===== src/rtl/pipeline_ctrl_if.sv =====
// pipeline_ctrl_if: bundles pipeline-side requests (master) and scheduler outputs (slave)
interface pipeline_ctrl_if #(
  parameter int ADDR_WIDTH     = 32,
  parameter int REG_ADDR_WIDTH = 5
);
  logic                      if_stall_request;
  logic                      id_stall_request;
  logic                      ex_stall_request;
  logic                      mem_stall_request;
  logic                      id_reg_read_en_1;
  logic                      id_reg_read_en_2;
  logic [REG_ADDR_WIDTH-1:0] id_reg_addr_1;
  logic [REG_ADDR_WIDTH-1:0] id_reg_addr_2;
  logic                      ex_mem_read_flag;
  logic [REG_ADDR_WIDTH-1:0] ex_reg_write_addr;
  logic                      exc_request;
  logic [ADDR_WIDTH-1:0]     exc_target;
  logic                      stat_clear;
  logic                      load_related_1;
  logic                      load_related_2;
  logic [5:0]                stall;
  logic                      flush;
  logic [ADDR_WIDTH-1:0]     flush_pc_addr;
  logic [31:0]               stall_cycles;
  logic                      stall_timeout;
  modport master (
    output if_stall_request, id_stall_request, ex_stall_request, mem_stall_request,
           id_reg_read_en_1, id_reg_read_en_2, id_reg_addr_1, id_reg_addr_2,
           ex_mem_read_flag, ex_reg_write_addr, exc_request, exc_target, stat_clear,
    input  load_related_1, load_related_2, stall, flush, flush_pc_addr,
           stall_cycles, stall_timeout
  );
  modport slave (
    input  if_stall_request, id_stall_request, ex_stall_request, mem_stall_request,
           id_reg_read_en_1, id_reg_read_en_2, id_reg_addr_1, id_reg_addr_2,
           ex_mem_read_flag, ex_reg_write_addr, exc_request, exc_target, stat_clear,
    output load_related_1, load_related_2, stall, flush, flush_pc_addr,
           stall_cycles, stall_timeout
  );
endinterface


===== src/rtl/pipeline_ctrl.sv =====
// pipeline_ctrl: load-use detection, stall merge, exception flush sequencing, stall stats and watchdog
module pipeline_ctrl #(
  parameter int ADDR_WIDTH  = 32,
  parameter int STALL_LIMIT = 1024
) (
  input  logic           clk,
  input  logic           rst,
  pipeline_ctrl_if.slave bus
);
  localparam int WDW = $clog2(STALL_LIMIT + 1);
  typedef enum logic [1:0] {RUN, FLUSH, RECOVER} state_t;
  state_t                r_state, w_next;
  logic [5:0]            w_merge, w_stall;
  logic                  w_exc, w_any;
  logic [ADDR_WIDTH-1:0] r_pc;
  logic [31:0]           r_cycles;
  logic [WDW-1:0]        r_wd;
  logic                  r_timeout;
  assign bus.load_related_1 = bus.ex_mem_read_flag & bus.id_reg_read_en_1 &
                              (bus.id_reg_addr_1 == bus.ex_reg_write_addr) & (|bus.ex_reg_write_addr);
  assign bus.load_related_2 = bus.ex_mem_read_flag & bus.id_reg_read_en_2 &
                              (bus.id_reg_addr_2 == bus.ex_reg_write_addr) & (|bus.ex_reg_write_addr);
  // the furthest-down requester freezes itself and everything upstream
  assign w_merge = bus.mem_stall_request ? 6'b011111 :
                   bus.ex_stall_request  ? 6'b001111 :
                   bus.id_stall_request  ? 6'b000111 :
                   bus.if_stall_request  ? 6'b000011 : 6'b000000;
  assign w_exc = (r_state == RUN) & bus.exc_request;
  always_comb begin
    w_next  = RUN;
    w_stall = w_merge;
    case (r_state)
      RUN:     begin
        w_next  = w_exc ? FLUSH : RUN;
        w_stall = w_exc ? 6'b111111 : w_merge;
      end
      FLUSH:   begin
        w_next  = RECOVER;
        w_stall = 6'b000000;
      end
      default: w_next = RUN;
    endcase
  end
  assign w_any = |w_stall;
  always_ff @(posedge clk or negedge rst) begin
    if (!rst) begin
      r_state   <= RUN;
      r_pc      <= '0;
      r_cycles  <= '0;
      r_wd      <= '0;
      r_timeout <= 1'b0;
    end else begin
      r_state   <= w_next;
      r_pc      <= w_exc ? bus.exc_target : r_pc;
      r_cycles  <= bus.stat_clear ? 32'd0 : (w_any && !(&r_cycles)) ? r_cycles + 32'd1 : r_cycles;
      r_wd      <= !w_any ? '0 : (r_wd == WDW'(STALL_LIMIT)) ? r_wd : r_wd + 1'b1;
      r_timeout <= r_timeout | (w_any && r_wd == WDW'(STALL_LIMIT - 1));
    end
  end
  assign bus.stall         = w_stall;
  assign bus.flush         = (r_state == FLUSH);
  assign bus.flush_pc_addr = r_pc;
  assign bus.stall_cycles  = r_cycles;
  assign bus.stall_timeout = r_timeout;
endmodule


===== src/flat_wrapper.sv =====
// flat-port wrapper written by rule: the top's interface ports become plain ports
module pipeline_ctrl_flat 
#(
  parameter int ADDR_WIDTH  = 32,
  parameter int STALL_LIMIT = 1024
)
  (clk, rst, bus_if_stall_request, bus_id_stall_request, bus_ex_stall_request, bus_mem_stall_request, bus_id_reg_read_en_1, bus_id_reg_read_en_2, bus_id_reg_addr_1, bus_id_reg_addr_2, bus_ex_mem_read_flag, bus_ex_reg_write_addr, bus_exc_request, bus_exc_target, bus_stat_clear, bus_load_related_1, bus_load_related_2, bus_stall, bus_flush, bus_flush_pc_addr, bus_stall_cycles, bus_stall_timeout);
  pipeline_ctrl_if #(.ADDR_WIDTH(ADDR_WIDTH), .REG_ADDR_WIDTH(5)) bus_i ();
  input  logic clk;
  input  logic rst;
  input wire logic [$bits(bus_i.if_stall_request)-1:0] bus_if_stall_request;
  input wire logic [$bits(bus_i.id_stall_request)-1:0] bus_id_stall_request;
  input wire logic [$bits(bus_i.ex_stall_request)-1:0] bus_ex_stall_request;
  input wire logic [$bits(bus_i.mem_stall_request)-1:0] bus_mem_stall_request;
  input wire logic [$bits(bus_i.id_reg_read_en_1)-1:0] bus_id_reg_read_en_1;
  input wire logic [$bits(bus_i.id_reg_read_en_2)-1:0] bus_id_reg_read_en_2;
  input wire logic [$bits(bus_i.id_reg_addr_1)-1:0] bus_id_reg_addr_1;
  input wire logic [$bits(bus_i.id_reg_addr_2)-1:0] bus_id_reg_addr_2;
  input wire logic [$bits(bus_i.ex_mem_read_flag)-1:0] bus_ex_mem_read_flag;
  input wire logic [$bits(bus_i.ex_reg_write_addr)-1:0] bus_ex_reg_write_addr;
  input wire logic [$bits(bus_i.exc_request)-1:0] bus_exc_request;
  input wire logic [$bits(bus_i.exc_target)-1:0] bus_exc_target;
  input wire logic [$bits(bus_i.stat_clear)-1:0] bus_stat_clear;
  output wire logic [$bits(bus_i.load_related_1)-1:0] bus_load_related_1;
  output wire logic [$bits(bus_i.load_related_2)-1:0] bus_load_related_2;
  output wire logic [$bits(bus_i.stall)-1:0] bus_stall;
  output wire logic [$bits(bus_i.flush)-1:0] bus_flush;
  output wire logic [$bits(bus_i.flush_pc_addr)-1:0] bus_flush_pc_addr;
  output wire logic [$bits(bus_i.stall_cycles)-1:0] bus_stall_cycles;
  output wire logic [$bits(bus_i.stall_timeout)-1:0] bus_stall_timeout;
  assign bus_i.if_stall_request = bus_if_stall_request;
  assign bus_i.id_stall_request = bus_id_stall_request;
  assign bus_i.ex_stall_request = bus_ex_stall_request;
  assign bus_i.mem_stall_request = bus_mem_stall_request;
  assign bus_i.id_reg_read_en_1 = bus_id_reg_read_en_1;
  assign bus_i.id_reg_read_en_2 = bus_id_reg_read_en_2;
  assign bus_i.id_reg_addr_1 = bus_id_reg_addr_1;
  assign bus_i.id_reg_addr_2 = bus_id_reg_addr_2;
  assign bus_i.ex_mem_read_flag = bus_ex_mem_read_flag;
  assign bus_i.ex_reg_write_addr = bus_ex_reg_write_addr;
  assign bus_i.exc_request = bus_exc_request;
  assign bus_i.exc_target = bus_exc_target;
  assign bus_i.stat_clear = bus_stat_clear;
  assign bus_load_related_1 = bus_i.load_related_1;
  assign bus_load_related_2 = bus_i.load_related_2;
  assign bus_stall = bus_i.stall;
  assign bus_flush = bus_i.flush;
  assign bus_flush_pc_addr = bus_i.flush_pc_addr;
  assign bus_stall_cycles = bus_i.stall_cycles;
  assign bus_stall_timeout = bus_i.stall_timeout;
  pipeline_ctrl #(.ADDR_WIDTH(ADDR_WIDTH), .STALL_LIMIT(STALL_LIMIT)) u_core (.clk(clk), .rst(rst), .bus(bus_i));
endmodule

===== config.mk =====
export PLATFORM = sky130hd
export DESIGN_NAME = pipeline_ctrl_flat
export DESIGN_NICKNAME = d
export VERILOG_FILES = /design/src/rtl/pipeline_ctrl_if.sv /design/src/rtl/pipeline_ctrl.sv /design/src/flat_wrapper.sv
export SDC_FILE = /design/constraint.sdc
export NUM_CORES = 1
export LEC_CHECK = 0
export BUFFER_PORTS_ARGS = -buffer_cell sky130_fd_sc_hd__buf_4
export CAP_MARGIN = 30
export CELL_PAD_IN_SITES_DETAIL_PLACEMENT = 0
export CELL_PAD_IN_SITES_GLOBAL_PLACEMENT = 1
export CORE_MARGIN = 2
export CORE_UTILIZATION = 34
export CTS_BUF_LIST = sky130_fd_sc_hd__clkbuf_16
export DETAILED_ROUTE_END_ITERATION = 16
export GPL_TIMING_DRIVEN = 0
export PLACE_DENSITY_LB_ADDON = 0.15
export SYNTH_ARGS = -nofsm -noshare
export SYNTH_HDL_FRONTEND = slang
export SYNTH_SLANG_ARGS = --single-unit

===== constraint.sdc =====
create_clock -name clk -period 1.8 [get_ports clk]
set_input_delay 0.09 -clock clk [delete_from_list [all_inputs] [get_ports clk]]
set_output_delay 0.09 -clock clk [all_outputs]
set_load 0.01 [all_outputs]

* After elaboration in Yosys (flattened, before gate mapping) *
Index checks and enable logic that the tools add are counted.

storage, ports and cells
  register bits after elaboration = 78
  input bits = 58
  output and inout port bits = 74
  logic and storage cells = 41

operators by class
  add/sub/neg operators = 2
  eq/ne operators = 6
  multiplexer cells = 12
  bitwise operators = 8
  reductions and logical operators = 8

operators with widths
  cell                   count
  $mux 32                2
  $add 32x1->32 const B  1
  $reduce_and 32->1      1
  $mux 6                 4
  $mux 11                2
  $pmux 6 s2             1
  $add 11x1->11 const B  1
  $eq 11x10->1 const B   1
  $eq 11x11->1 const B   1
  $eq 5x5->1             2
  $and 1x1->1            7
  $reduce_or 6->1        1
  $reduce_or 5->1        1
  $pmux 2 s2             1
  $eq 2x1->1 const B     1
  $logic_and 1x1->1      2
  $logic_not 2->1        1
  $mux 2                 1
  $ne 2x2->1 const B     1
  $reduce_bool 2->1      1
  $logic_not 1->1        1
  $mux 1                 1
  $or 1x1->1             1

* Depth between registers and ports, before layout *
  word-level depth = 10
  depth in mapped cells = 7
  depth with buffers taken out = 7

* Worst setup path after synthesis *
Ideal clock, no wire load.

  path kind = register to register
  start point = reg u_core.r_cycles[0], in the netlist u_core.bus.stall_cycles[0]
  end point = reg u_core.r_cycles[31], in the netlist u_core.bus.stall_cycles[31]
  library setup time = 0.074 ns
  arrival time = 1.796 ns
  required time = 1.726 ns
  slack = -0.070 ns
  stages on the path, launching flop included = 7
  buffers on the path = 0
  period minus slack after synthesis = 1.870 ns
  cells stage by stage = dfrtp_1 -> ha_1 -> nand4_1 -> or3_4 -> o31a_4 -> a31o_1 -> a21oi_2

between the ends
  longest elaborated chain between the ends = 4
  elaborated cells on any way between the ends = 7
  those cells by class = 1 x add/sub; 2 x mux; 4 x reduce/logical

RTL lines
  element                                                                RTL line             RTL
  start: declaration                                                     pipeline_ctrl.sv:16  logic [31:0] r_cycles;
  start signal: assignment                                               pipeline_ctrl.sv:55  r_cycles <= bus.stat_clear ? 32'd0 : (w_any && !(&r_cycles)) ? r_cycles + 32'd1 : r_cycles;
  parallel branches: the longest is 4 deep, another holds $add 32x1->32  n/a

Parallel ways; which one is timed is not known. The select of a mux whose other input is x is not followed.
A chain may end at the register's enable or synchronous reset.

* Final worst setup path *
  start point = reg u_core.r_cycles[2], in the netlist u_core.bus.stall_cycles[2]
  end point = reg u_core.r_cycles[29], in the netlist u_core.bus.stall_cycles[29]

Same word-level chain as after synthesis.

==> results.md <==
- Worst setup EP type: flip-flop
- Final worst clock skew: between 8 and 9 ps
- Largest net degree at the start of global routing: 66
- Critical Path Fanout Max: 7
- CTS tree: yes
- Seq/Total Area, Yosys: 50.5%
- Setup violations, final: 28
- DR vias: 3,723
- Synth unique cells: 42
- Routability Congestion: 0.805
- DIE AREA: 12,200 µm²
- Clk pin slew, worst setup/hold paths: 60 ps
- Number of DRC markers in iteration 0: around 200
- CP Data Arrival Time: 2150 ps
- Die Span Y: about 110 µm
- Hold WS: 63.5 ps
- Cell area after synthesis: 3860 µm²
- Yosys warnings: 0
- Initial antenna violation count: 0
- Req. time, crit path: 2000 ps
- DRT Wirelength: 11,600 µm
- Filler cell count: 967
- H-tree depth: 3
- Slew headroom: 61.0%
- Syn Inst Count: 365
- Mapped Nets: 426
- Max VDD drop: about 500 µV
- Commonest non-fill, non-tap cell in the layout: buf_4
- Worst-Skew Late Latency: about 340 ps
- Fin crit share: 108%
- Starting Density: a little over a third
- FMAX: approximately 510 MHz
- HP Start: bus_stat_clear
- Layout Nets: about 650
- Detail Placement HPWL: 7570 µm
- CP Launch Type: flip-flop
- Root Buffer: clkbuf_16
- Drt first pass iters: 5
- R2r startpoint: u_core.bus.stall_cycles[2]
- Post-route ant nets: 0
- Drt wl/cell: 15.9 µm
- Maximum buffer depth of the clock tree: 2
- CP Class: reg2reg
- Hold WC Path Type: in2reg
- Hold Fails Final Rpt: 0
- Worst Setup SP: u_core.bus.stall_cycles[2]
- LEAKAGE: 0.00292 µW
- Site row count: 38
- Max_cap viols: 0
- First-pass GRT wire length: 18,800 µm
- Status: finished with violations
- GRT Overall Usage: 18.9%
- Core ar.: 11,000 µm²
- PD cells: 886 nW/µm²
- Total global routing overflow: 0
- Fraction of layout cells with a size suffix above 1: 48.6%
- Failing checks: negative setup slack
- Slack of the critical path: -143 ps
- Post-DR vias/cell: 5.10
- Min Tclk post-route: 1940 ps
- Worst slew pin tran: 585 ps
- Final Max Slew Viols: 0
- Most frequent cells in the layout: 166 x buf_4, 70 x dfrtp_1, 34 x dlygate4sd3_1
- # diodes: 0
- IO Pins: 132
- Unrepaired setup endpoints after global routing: yes
- Clk sinks: 78
- Vias in the first global route: 3,601
- Flop and latch count out of synthesis: 78
- Mean post-synth cell area: about 11 µm²
- Layout Utilization: about three fifths
- Die width: 111 µm
- Port-buffer cells: 131
- Synth-to-layout area growth: 65.3%
- Num CTS Buffers: 9
- DRC: 0
[routing by layer]
metal / up-vias / track usage [%] / wire [µm]
li1: 1777 / - / -
met2: 114 / 29.7 / 5510
met3: 16 / 2.85 / 498
met4: 0 / 9.00 / 250
met5: - / 0 / 0
met1: 1816 / 25.7 / 5350
[registers in the layout, summed over array words and instances (netlist names)]
register                  cells
u_core.r_wd                  11
u_core.r_state                2
u_core.bus.stall_cycles      32
u_core.bus.flush_pc_addr     32
u_core.bus.stall_timeout      1
[Yosys cell counts, drive strengths merged]
cell | n | area share [%]
a21oi | 32 | 4.2
a31o | 2 | 0.45
a31oi | 1 | 0.16
and2 | 2 | 0.32
and3 | 12 | 2.0
and4 | 2 | 0.45
buf | 9 | 1.6
clkbuf | 8 | 0.78
dfrtp | 78 | 51
ha | 3 | 0.97
inv | 8 | 0.78
mux2 | 32 | 9.3
nand2 | 17 | 1.7
nand2b | 1 | 0.16
nand3 | 16 | 2.1
nand4 | 19 | 3.6
nand4b | 4 | 0.91
nor2 | 23 | 2.2
nor2b | 2 | 0.32
nor3 | 5 | 0.94
nor4 | 3 | 0.49
nor4b | 1 | 0.23
o211ai | 1 | 0.19
o21ai | 22 | 2.8
o31a | 1 | 0.45
o31ai | 9 | 2.1
or2 | 2 | 0.32
or3 | 19 | 3.2
or4 | 9 | 1.8
xnor2 | 14 | 3.2
xor2 | 8 | 1.8
[layout make-up]
cell class,instances,area (µm²),area share (%)
Tap cell,140,175,2.74
Clock inverter,7,113,1.76
Sequential cell,78,1960,30.7
Multi-Input combinational cell,262,2000,31.2
Clock buffer,9,225,3.52
Buffer,16,126,1.98
Timing Repair Buffer,210,1760,27.5
Inverter,8,35.0,0.548
[stage by stage]
stage          instance area (µm²)  instances  total power, µW  setup TNS, ps  setup WS [ps]
2_1_floorplan                 3880        365             2740           -248          -52.2
3_3_place_gp                  5040        636             3340          -9760           -228
3_5_place_dp                  5060        637             3370         -11010           -259
4_1_cts                       6170        721             5670          -1700           -105
5_1_grt                       6390        730             5920          -5550           -225
6_report                      6390        730             5660          -2910           -143
[critical path, cell delays in order, from the launching register on]
cell and delay [ps]:
dfrtp_1 500, nand4_1 180, or3_4 390, o31ai_4 250
buf_6 170, buf_6 140, or3_1 110, a21oi_1 60
[kinds of logic (layout without fill, tap and decap cells)]
kind of cell | Yosys count | in the layout | synth area share [%]
compound gates | 68 | 68 | 10.5
fa+ha+maj | 3 | 3 | 0.971
simple gates | 137 | 137 | 20.6
buf+inv | 25 | 250 | 3.14
flops | 78 | 78 | 50.5
mux | 32 | 32 | 9.32
xor+xnor | 22 | 22 | 4.99
[what timing repair did]
item,in CTS,in global routing
setup buffers,33,8
hold buffers,34,0
resized for setup,51,36
hold endpoints to repair,111,0
pin swaps,25,27
cloned,2,1
setup endpoints to repair,62,34
[where the power goes]
group | total (µW) | switching, µW | internal (µW) | leakage [µW]
Sequential | 2150 | 157 | 2000 | 0.000989
Combinational | 1430 | 613 | 815 | 0.00176
Clock | 2080 | 733 | 1350 | 0.000171
Total | 5660 | 1500 | 4160 | 0.00292
[path summary, 6_finish.rpt]
kind | end | slack, ps | depth (start not counted)
worst max-delay path | u_core.bus.stall_cycles[29] | -140 | 7
worst min-delay path | u_core.bus.stall_cycles[28] | 60 | 3
worst max register to register | u_core.bus.stall_cycles[29] | -140 | 7
worst min register to register | u_core.bus.stall_timeout | 480 | 2
max in group asynchronous | u_core.bus.stall_cycles[0] | 1050 | 3
min in group asynchronous | u_core.r_wd[9] | 150 | 2
No activity file was read; power rests on OpenSTA's default activity.
